### config.mk
export PLATFORM = sky130hd
export DESIGN_NAME = alu_bist_ctrl
export DESIGN_NICKNAME = d
export VERILOG_FILES = /design/src/rtl/cpu_pkg.sv /design/src/rtl/lfsr16.sv /design/src/rtl/alu_bist_ctrl.sv
export SDC_FILE = /design/constraint.sdc
export NUM_CORES = 1
export LEC_CHECK = 0
export CORE_UTILIZATION = 41
export DETAILED_ROUTE_END_ITERATION = 7
export GPL_TIMING_DRIVEN = 0
export PLACE_DENSITY = 0.74
export RECOVER_POWER = 100
export SLEW_MARGIN = 40
export SYNTH_ARGS = -nofsm -noshare
export SYNTH_HDL_FRONTEND = slang
export SYNTH_HIERARCHICAL = 1
export SYNTH_SLANG_ARGS = --single-unit
### constraint.sdc
create_clock -name clk -period 2.2 [get_ports clk]
set_input_delay 0.44 -clock clk [delete_from_list [all_inputs] [get_ports clk]]
set_output_delay 0.44 -clock clk [all_outputs]
set_load 0.01 [all_outputs]
### src/rtl/cpu_pkg.sv
// Shared CPU definitions: ALU opcodes, BIST LFSR taps, BIST FSM states.
// Latency: n/a (types, constants and a pure combinational helper).
// Backpressure: n/a.
package cpu_pkg;

    typedef enum logic [3:0] {
        OP_ADD    = 4'h0,
        OP_PADDSB = 4'h1,
        OP_SUB    = 4'h2,
        OP_XOR    = 4'h3,
        OP_SLL    = 4'h4,
        OP_SRA    = 4'h5,
        OP_ROR    = 4'h6,
        OP_RED    = 4'h7,
        OP_LW     = 4'h8,
        OP_SW     = 4'h9,
        OP_LLB    = 4'hA,
        OP_LHB    = 4'hB
    } opcode_t;

    // Feedback taps at bits 15,13,12,10 (x^16 + x^14 + x^13 + x^11 + 1).
    localparam logic [15:0] LFSR_TAPS = 16'hB400;

    typedef enum logic [1:0] {
        IDLE = 2'd0,
        RUN  = 2'd1,
        DONE = 2'd2
    } bist_state_t;

    // Second operand for a BIST vector: byte-swapped LFSR, except the
    // byte-load opcodes only see the byte they actually consume.
    function automatic logic [15:0] bist_operand2(input logic [3:0] op, input logic [15:0] lfsr);
        logic [15:0] res;
        res = {lfsr[7:0], lfsr[15:8]};
        if (op == OP_LLB) begin
            res = {8'h00, lfsr[7:0]};
        end else if (op == OP_LHB) begin
            res = {lfsr[15:8], 8'h00};
        end
        return res;
    endfunction

endpackage

### src/rtl/lfsr16.sv
// 16-bit Fibonacci shift register; din XORs a parallel word in on each step (MISR use).
// Latency: one step per enabled clock; load beats step; reset is asynchronous.
// Backpressure: none; the register only moves when step or load is high.
module lfsr16
    import cpu_pkg::*;
#(
    parameter logic [15:0] TAPS    = LFSR_TAPS,
    parameter logic [15:0] RST_VAL = 16'h0001
)(
    input  logic        clk,
    input  logic        rst_n,
    input  logic        load,
    input  logic [15:0] load_val,
    input  logic        step,
    input  logic [15:0] din,
    output logic [15:0] q
);

    logic fb;

    assign fb = ^(q & TAPS);

    // Shift left with feedback into bit 0, folding in the parallel input.
    always_ff @(posedge clk or negedge rst_n) begin
        if (!rst_n) begin
            q <= RST_VAL;
        end else if (load) begin
            q <= load_val;
        end else if (step) begin
            q <= {q[14:0], fb} ^ din;
        end
    end

endmodule

### src/rtl/alu_bist_ctrl.sv
// ALU self-test sequencer: sweeps opcodes with LFSR operands, compacts results into a MISR.
// Latency: passthrough is combinational; a sweep takes NUM_OPS*VEC_PER_OP cycles plus one DONE cycle.
// Backpressure: busy stalls the pipeline while the BIST owns the ALU; abort cancels at once.
module alu_bist_ctrl
    import cpu_pkg::*;
#(
    parameter int unsigned VEC_PER_OP = 16,
    parameter logic [15:0] LFSR_SEED  = 16'hACE1,
    parameter logic [15:0] GOLDEN_SIG = 16'h0000,
    parameter int unsigned NUM_OPS    = 12
)(
    input  logic        clk,
    input  logic        rst_n,
    input  logic        start,
    input  logic        abort,
    input  logic [3:0]  ex_opcode,
    input  logic [15:0] ex_in1,
    input  logic [15:0] ex_in2,
    output logic [3:0]  alu_opcode,
    output logic [15:0] alu_in1,
    output logic [15:0] alu_in2,
    input  logic [15:0] alu_out,
    input  logic        alu_ovfl,
    input  logic        alu_neg,
    input  logic        alu_zero,
    output logic        busy,
    output logic        done,
    output logic        pass,
    output logic [15:0] signature
);

    localparam logic [7:0] VEC_LAST = 8'(VEC_PER_OP - 1);
    localparam logic [3:0] OP_LAST  = 4'(NUM_OPS - 1);

    bist_state_t state, state_nxt;
    logic [3:0]  op_cnt;
    logic [7:0]  vec_cnt;
    logic [15:0] lfsr_q;
    logic [15:0] misr_q;
    logic [15:0] misr_din;
    logic [15:0] bist_in2;
    logic        last_vec;
    logic        sweep_load;
    logic        lfsr_step;
    logic        misr_step;
    logic        cnt_adv;
    logic        pass_latch;
    logic        pass_q;

    assign last_vec = (op_cnt == OP_LAST) && (vec_cnt == VEC_LAST);
    assign misr_din = alu_out ^ {13'b0, alu_ovfl, alu_neg, alu_zero};

    // State register; reset drops busy immediately, handing the ALU back.
    always_ff @(posedge clk or negedge rst_n) begin
        if (!rst_n) begin
            state <= IDLE;
        end else begin
            state <= state_nxt;
        end
    end

    // Next state and sweep control. On the final vector the LFSR and counters
    // hold so the DONE cycle keeps presenting the last vector to the ALU.
    always_comb begin
        state_nxt  = state;
        sweep_load = 1'b0;
        lfsr_step  = 1'b0;
        misr_step  = 1'b0;
        cnt_adv    = 1'b0;
        pass_latch = 1'b0;
        done       = 1'b0;
        unique case (state)
            IDLE: begin
                if (start && !abort) begin
                    state_nxt  = RUN;
                    sweep_load = 1'b1;
                end
            end
            RUN: begin
                if (abort) begin
                    state_nxt = IDLE;
                end else begin
                    misr_step = 1'b1;
                    if (last_vec) begin
                        state_nxt = DONE;
                    end else begin
                        lfsr_step = 1'b1;
                        cnt_adv   = 1'b1;
                    end
                end
            end
            DONE: begin
                state_nxt = IDLE;
                if (!abort) begin
                    done       = 1'b1;
                    pass_latch = 1'b1;
                end
            end
            default: state_nxt = IDLE;
        endcase
    end

    // Vector and opcode counters: vec_cnt wraps per opcode, op_cnt then advances.
    always_ff @(posedge clk or negedge rst_n) begin
        if (!rst_n) begin
            op_cnt  <= 4'd0;
            vec_cnt <= 8'd0;
        end else if (sweep_load) begin
            op_cnt  <= 4'd0;
            vec_cnt <= 8'd0;
        end else if (cnt_adv) begin
            if (vec_cnt == VEC_LAST) begin
                vec_cnt <= 8'd0;
                op_cnt  <= op_cnt + 4'd1;
            end else begin
                vec_cnt <= vec_cnt + 8'd1;
            end
        end
    end

    // Pass flag: cleared by a new sweep or any abort, set from the signature at DONE.
    always_ff @(posedge clk or negedge rst_n) begin
        if (!rst_n) begin
            pass_q <= 1'b0;
        end else if (sweep_load || (busy && abort)) begin
            pass_q <= 1'b0;
        end else if (pass_latch) begin
            pass_q <= (misr_q == GOLDEN_SIG);
        end
    end

    lfsr16 #(
        .TAPS    (LFSR_TAPS),
        .RST_VAL (LFSR_SEED)
    ) u_operand_lfsr (
        .clk      (clk),
        .rst_n    (rst_n),
        .load     (sweep_load),
        .load_val (LFSR_SEED),
        .step     (lfsr_step),
        .din      (16'h0000),
        .q        (lfsr_q)
    );

    lfsr16 #(
        .TAPS    (LFSR_TAPS),
        .RST_VAL (16'h0000)
    ) u_misr (
        .clk      (clk),
        .rst_n    (rst_n),
        .load     (sweep_load),
        .load_val (16'h0000),
        .step     (misr_step),
        .din      (misr_din),
        .q        (misr_q)
    );

    assign bist_in2 = bist_operand2(op_cnt, lfsr_q);

    // Arbitration: pipeline operands pass straight through unless the BIST owns the ALU.
    assign busy       = (state != IDLE);
    assign alu_opcode = busy ? op_cnt   : ex_opcode;
    assign alu_in1    = busy ? lfsr_q   : ex_in1;
    assign alu_in2    = busy ? bist_in2 : ex_in2;
    assign pass       = pass_q;
    assign signature  = misr_q;

endmodule

==> results by group <==
Synthesis
  – Synth Area in Simple Gates: between 10% and 20%
  – Yosys top cell by area: dfrtp_1
  – Ys flop type: dfrtp_1
  – Synthesized flop and latch total: 47
  – Yosys top cell area share: a little under a third
  – Synth cell types: 40
  – Number of synthesized flops with an enable pin: 0
  – Largest family of logic cells by synthesized area: multiplexers
  – Syn Area/Cell: slightly above 9 sq um
  – YS warnings: 6
  – Async SR Flop Fraction: 100.0%
  – Multiplexer share of the synthesized area: between 10% and 20%
  – Syn Inst Count: between 300 and 400
  – XOR/XNOR Fraction of Synth Area: between 10 and 15%
  – Largest cells by area after synthesis: dfrtp_1, mux2i_1, xor2_1, nand2_1, mux2_2
  – Post-Syn Area: about 0.0032 sq mm
  – Compound-cell area share of the yosys netlist: between 10% and 20%
  – Register area share after synthesis: ~37%
  – Adder-Cell Fraction of Synth Area: 1.172%

Die
  – Chip width: about 90 microns
  – # IOs: around 110
  – Core area: 0.007408 sq mm
  – DIE AREA: a little over 0.008 sq mm
  – Initial cell density of the core: between 40 and 50%
  – Placement row count: 31
  – Die Ht: roughly 90 microns

Global routing
  – First-pass GRT wire length: ~16 mm
  – Remaining global-route overflow: 0
  – Largest net degree at the start of global routing: 25
  – Antenna violations before repair: 0
  – Vias in the first global route: around 3200
  – All-Layer GR Usage: roughly a quarter

Drt
  – DR WL/cell: 15.48 microns
  – DRT Pass-1 Iters: 4
  – Remaining antenna violation count: 0
  – DR vias: between 3000 and 4000
  – DR vias/cell: ~5
  – DRT iter0 DRCs: about 170
  – Routed wire length: around 10 mm
  – DRC Markers: 0

CTS
  – Clk pin slew, worst setup/hold paths: about 100 ps
  – Clock Root Buffer: clkbuf_8
  – CTS buffer count: 5
  – TritonCTS clock tree: done
  – Clk buf depth: 2
  – CTS sink count: 47
  – # hold bufs at CTS: 0
  – H-tree depth: 2
  – Worst skew pair latency: between 300 and 400 ps

Setup path
  – Crit path DAT: just under 2000 ps
  – Crit Reg-Reg Endpoint: u_operand_lfsr/q[1]$_DFFE_PN0P_
  – Critical Path Source Type: register
  – CP required: approximately 1800 ps
  – R2R setup slack: -160 ps
  – Critical path class: register to primary output
  – Critical R2R Launch: op_cnt[1]$_DFFE_PN0P_
  – CP endpoint kind: primary output
  – Path depth of the worst reg2reg path: 11
  – Crit Path Max Fanout: 6

Placed design
  – RePlAce Congestion: between 0.8 and 0.9
  – IO buf count: 113
  – Placed cell count: just over 600
  – Dpl hpwl: between 6 and 7 mm

Flow run
  – Max Cap Viol: 0

STA
  – Worst rel slew slack: a little under an eighth
  – Fmax: between 0.4 and 0.5 GHz
  – Final Max Slew Viols: 0
  – Worst-Margin Slew: 1325 ps
  – Final hold viol count: 0
  – Final setup vio count: 34
  – Layout Skew: between 10 and 15 ps
  – Unrepaired setup endpoints after global routing: yes
  – Final Worst Setup Slack: -177.1 ps
  – Final worst path period share: 108.0%
  – Minimum clock period after layout: 2377 ps

Layout
  – Antenna Cells: 0
  – Post-Layout Cell Count: around 650
  – Layout cells sized above 1: 24.09%
  – Most frequent cells in the layout: nand2_1, clkdlybuf4s50_1, conb_1
  – Area Overhead vs Synth: 58.67%
  – FILL cells: between 500 and 600
  – Most common cell after layout, fill and taps aside: nand2_1
  – Final layout net count: a little over 600

Outcome
  – Failing checks: setup timing
  – Status: finished, violations left

Power
  – Pwr Total: roughly 4.2 mW
  – Leakage: 2.326 nW
  – PwrDens: between 800 and 900 mW/mm^2
  – Worst VDD drop: 0.5569 mV

Hold path
  – Hold/Removal Path Class: primary input to async pin
## stage by stage
stage                     setup WS [ps]  hold WS [ps]  area (sq um)  utilization [%]  setup TNS (ps)
after global routing             -266.0         493.3          5082            68.60           -6656
after global placement           -645.9         493.8          4638            62.61          -55130
after floorplan                   5.754         144.4          3383                -               0
after detailed placement         -675.2         369.7          4663            62.95          -31800
final                            -177.1         399.7          5082            68.60           -2062
after CTS                        -201.0         27.21          4955            66.88           -1763
## worst max-delay path, cell delays in order (launching register included)
cell	delay, ps
dfrtp_1	430
inv_2	80
ha_2	160
nand3b_1	180
and3_4	280
buf_6	130
buf_6	110
nand2_2	50
nand2_1	50
buf_2	140
## flip-flops by register name, indices dropped and copies added, names as in the netlist
signal            flops
state                 2
op_cnt                4
u_operand_lfsr/q     16
pass                  1
vec_cnt               8
u_misr/q             16
## cell families after synthesis
logic type,after synthesis
simple gates,107
compound gates,69
mux,58
flops,47
xor+xnor,38
buf+inv,25
fa+ha+maj,3
other cells,2
## area by class of cell
| class | count | area (sq um) | share of cell area [%] |
|---|---|---|---|
| clock buffer | 5 | 68.82 | 1.354 |
| tap | 99 | 123.9 | 2.437 |
| inverter | 7 | 36.28 | 0.7139 |
| multi-input combinational | 323 | 2163 | 42.57 |
| clock inverter | 3 | 22.52 | 0.4431 |
| timing repair buffer | 147 | 1341 | 26.39 |
| buffer | 16 | 138.9 | 2.733 |
| sequential | 47 | 1187 | 23.36 |
## power by group
group | switching, mW | internal [mW]
sequential | 0.455 | 1.18
clock | 0.326 | 0.228
combinational | 0.903 | 1.09
## how the worst max path moves through the flow
stage                           startpoint                              end  slack (ps)  depth (start not counted)
CTS                   state[1]$_DFFE_PN0P_                      alu_in1[15]        -200                          4
global route         op_cnt[1]$_DFFE_PN0P_  u_operand_lfsr/q[1]$_DFFE_PN0P_        -270                         11
finish               op_cnt[0]$_DFFE_PN0P_                       alu_in2[1]        -180                          9
detailed placement                   abort  u_operand_lfsr/q[3]$_DFFE_PN0P_        -680                         10
global placement                     rst_n  u_operand_lfsr/q[8]$_DFFE_PN0P_        -650                          1
floorplan           vec_cnt[5]$_DFFE_PN0P_  u_operand_lfsr/q[0]$_DFFE_PN1P_           6                          9
## metal layers
metal  GRT usage, %  wire length [microns]  vias up
li1               -                      -     1572
met1          30.73                   4329     1549
met2          41.54                   5164       92
met3          3.535                    448        8
met4          4.704                     74        0
met5              0                      0        -
## Yosys cell counts, types with 4 or more instances
master / instances
a21oi_1: 10
a22oi_1: 8
clkbuf_1: 12
dfrtp_1: 39
dfstp_2: 8
inv_1: 7
mux2_2: 19
mux2i_1: 39
nand2_1: 67
nand3_1: 6
nand3b_1: 4
nor4_1: 4
o21ai_0: 32
o21ai_1: 15
or3_1: 4
xor2_1: 33
## repair_timing
action,in CTS,in global routing
setup buffers,22,11
endpoints found under the setup margin,72,77
gates cloned,0,2
resized for setup,146,66
pin swaps,7,17
Note: power is estimated with default switching activity, not from simulation.
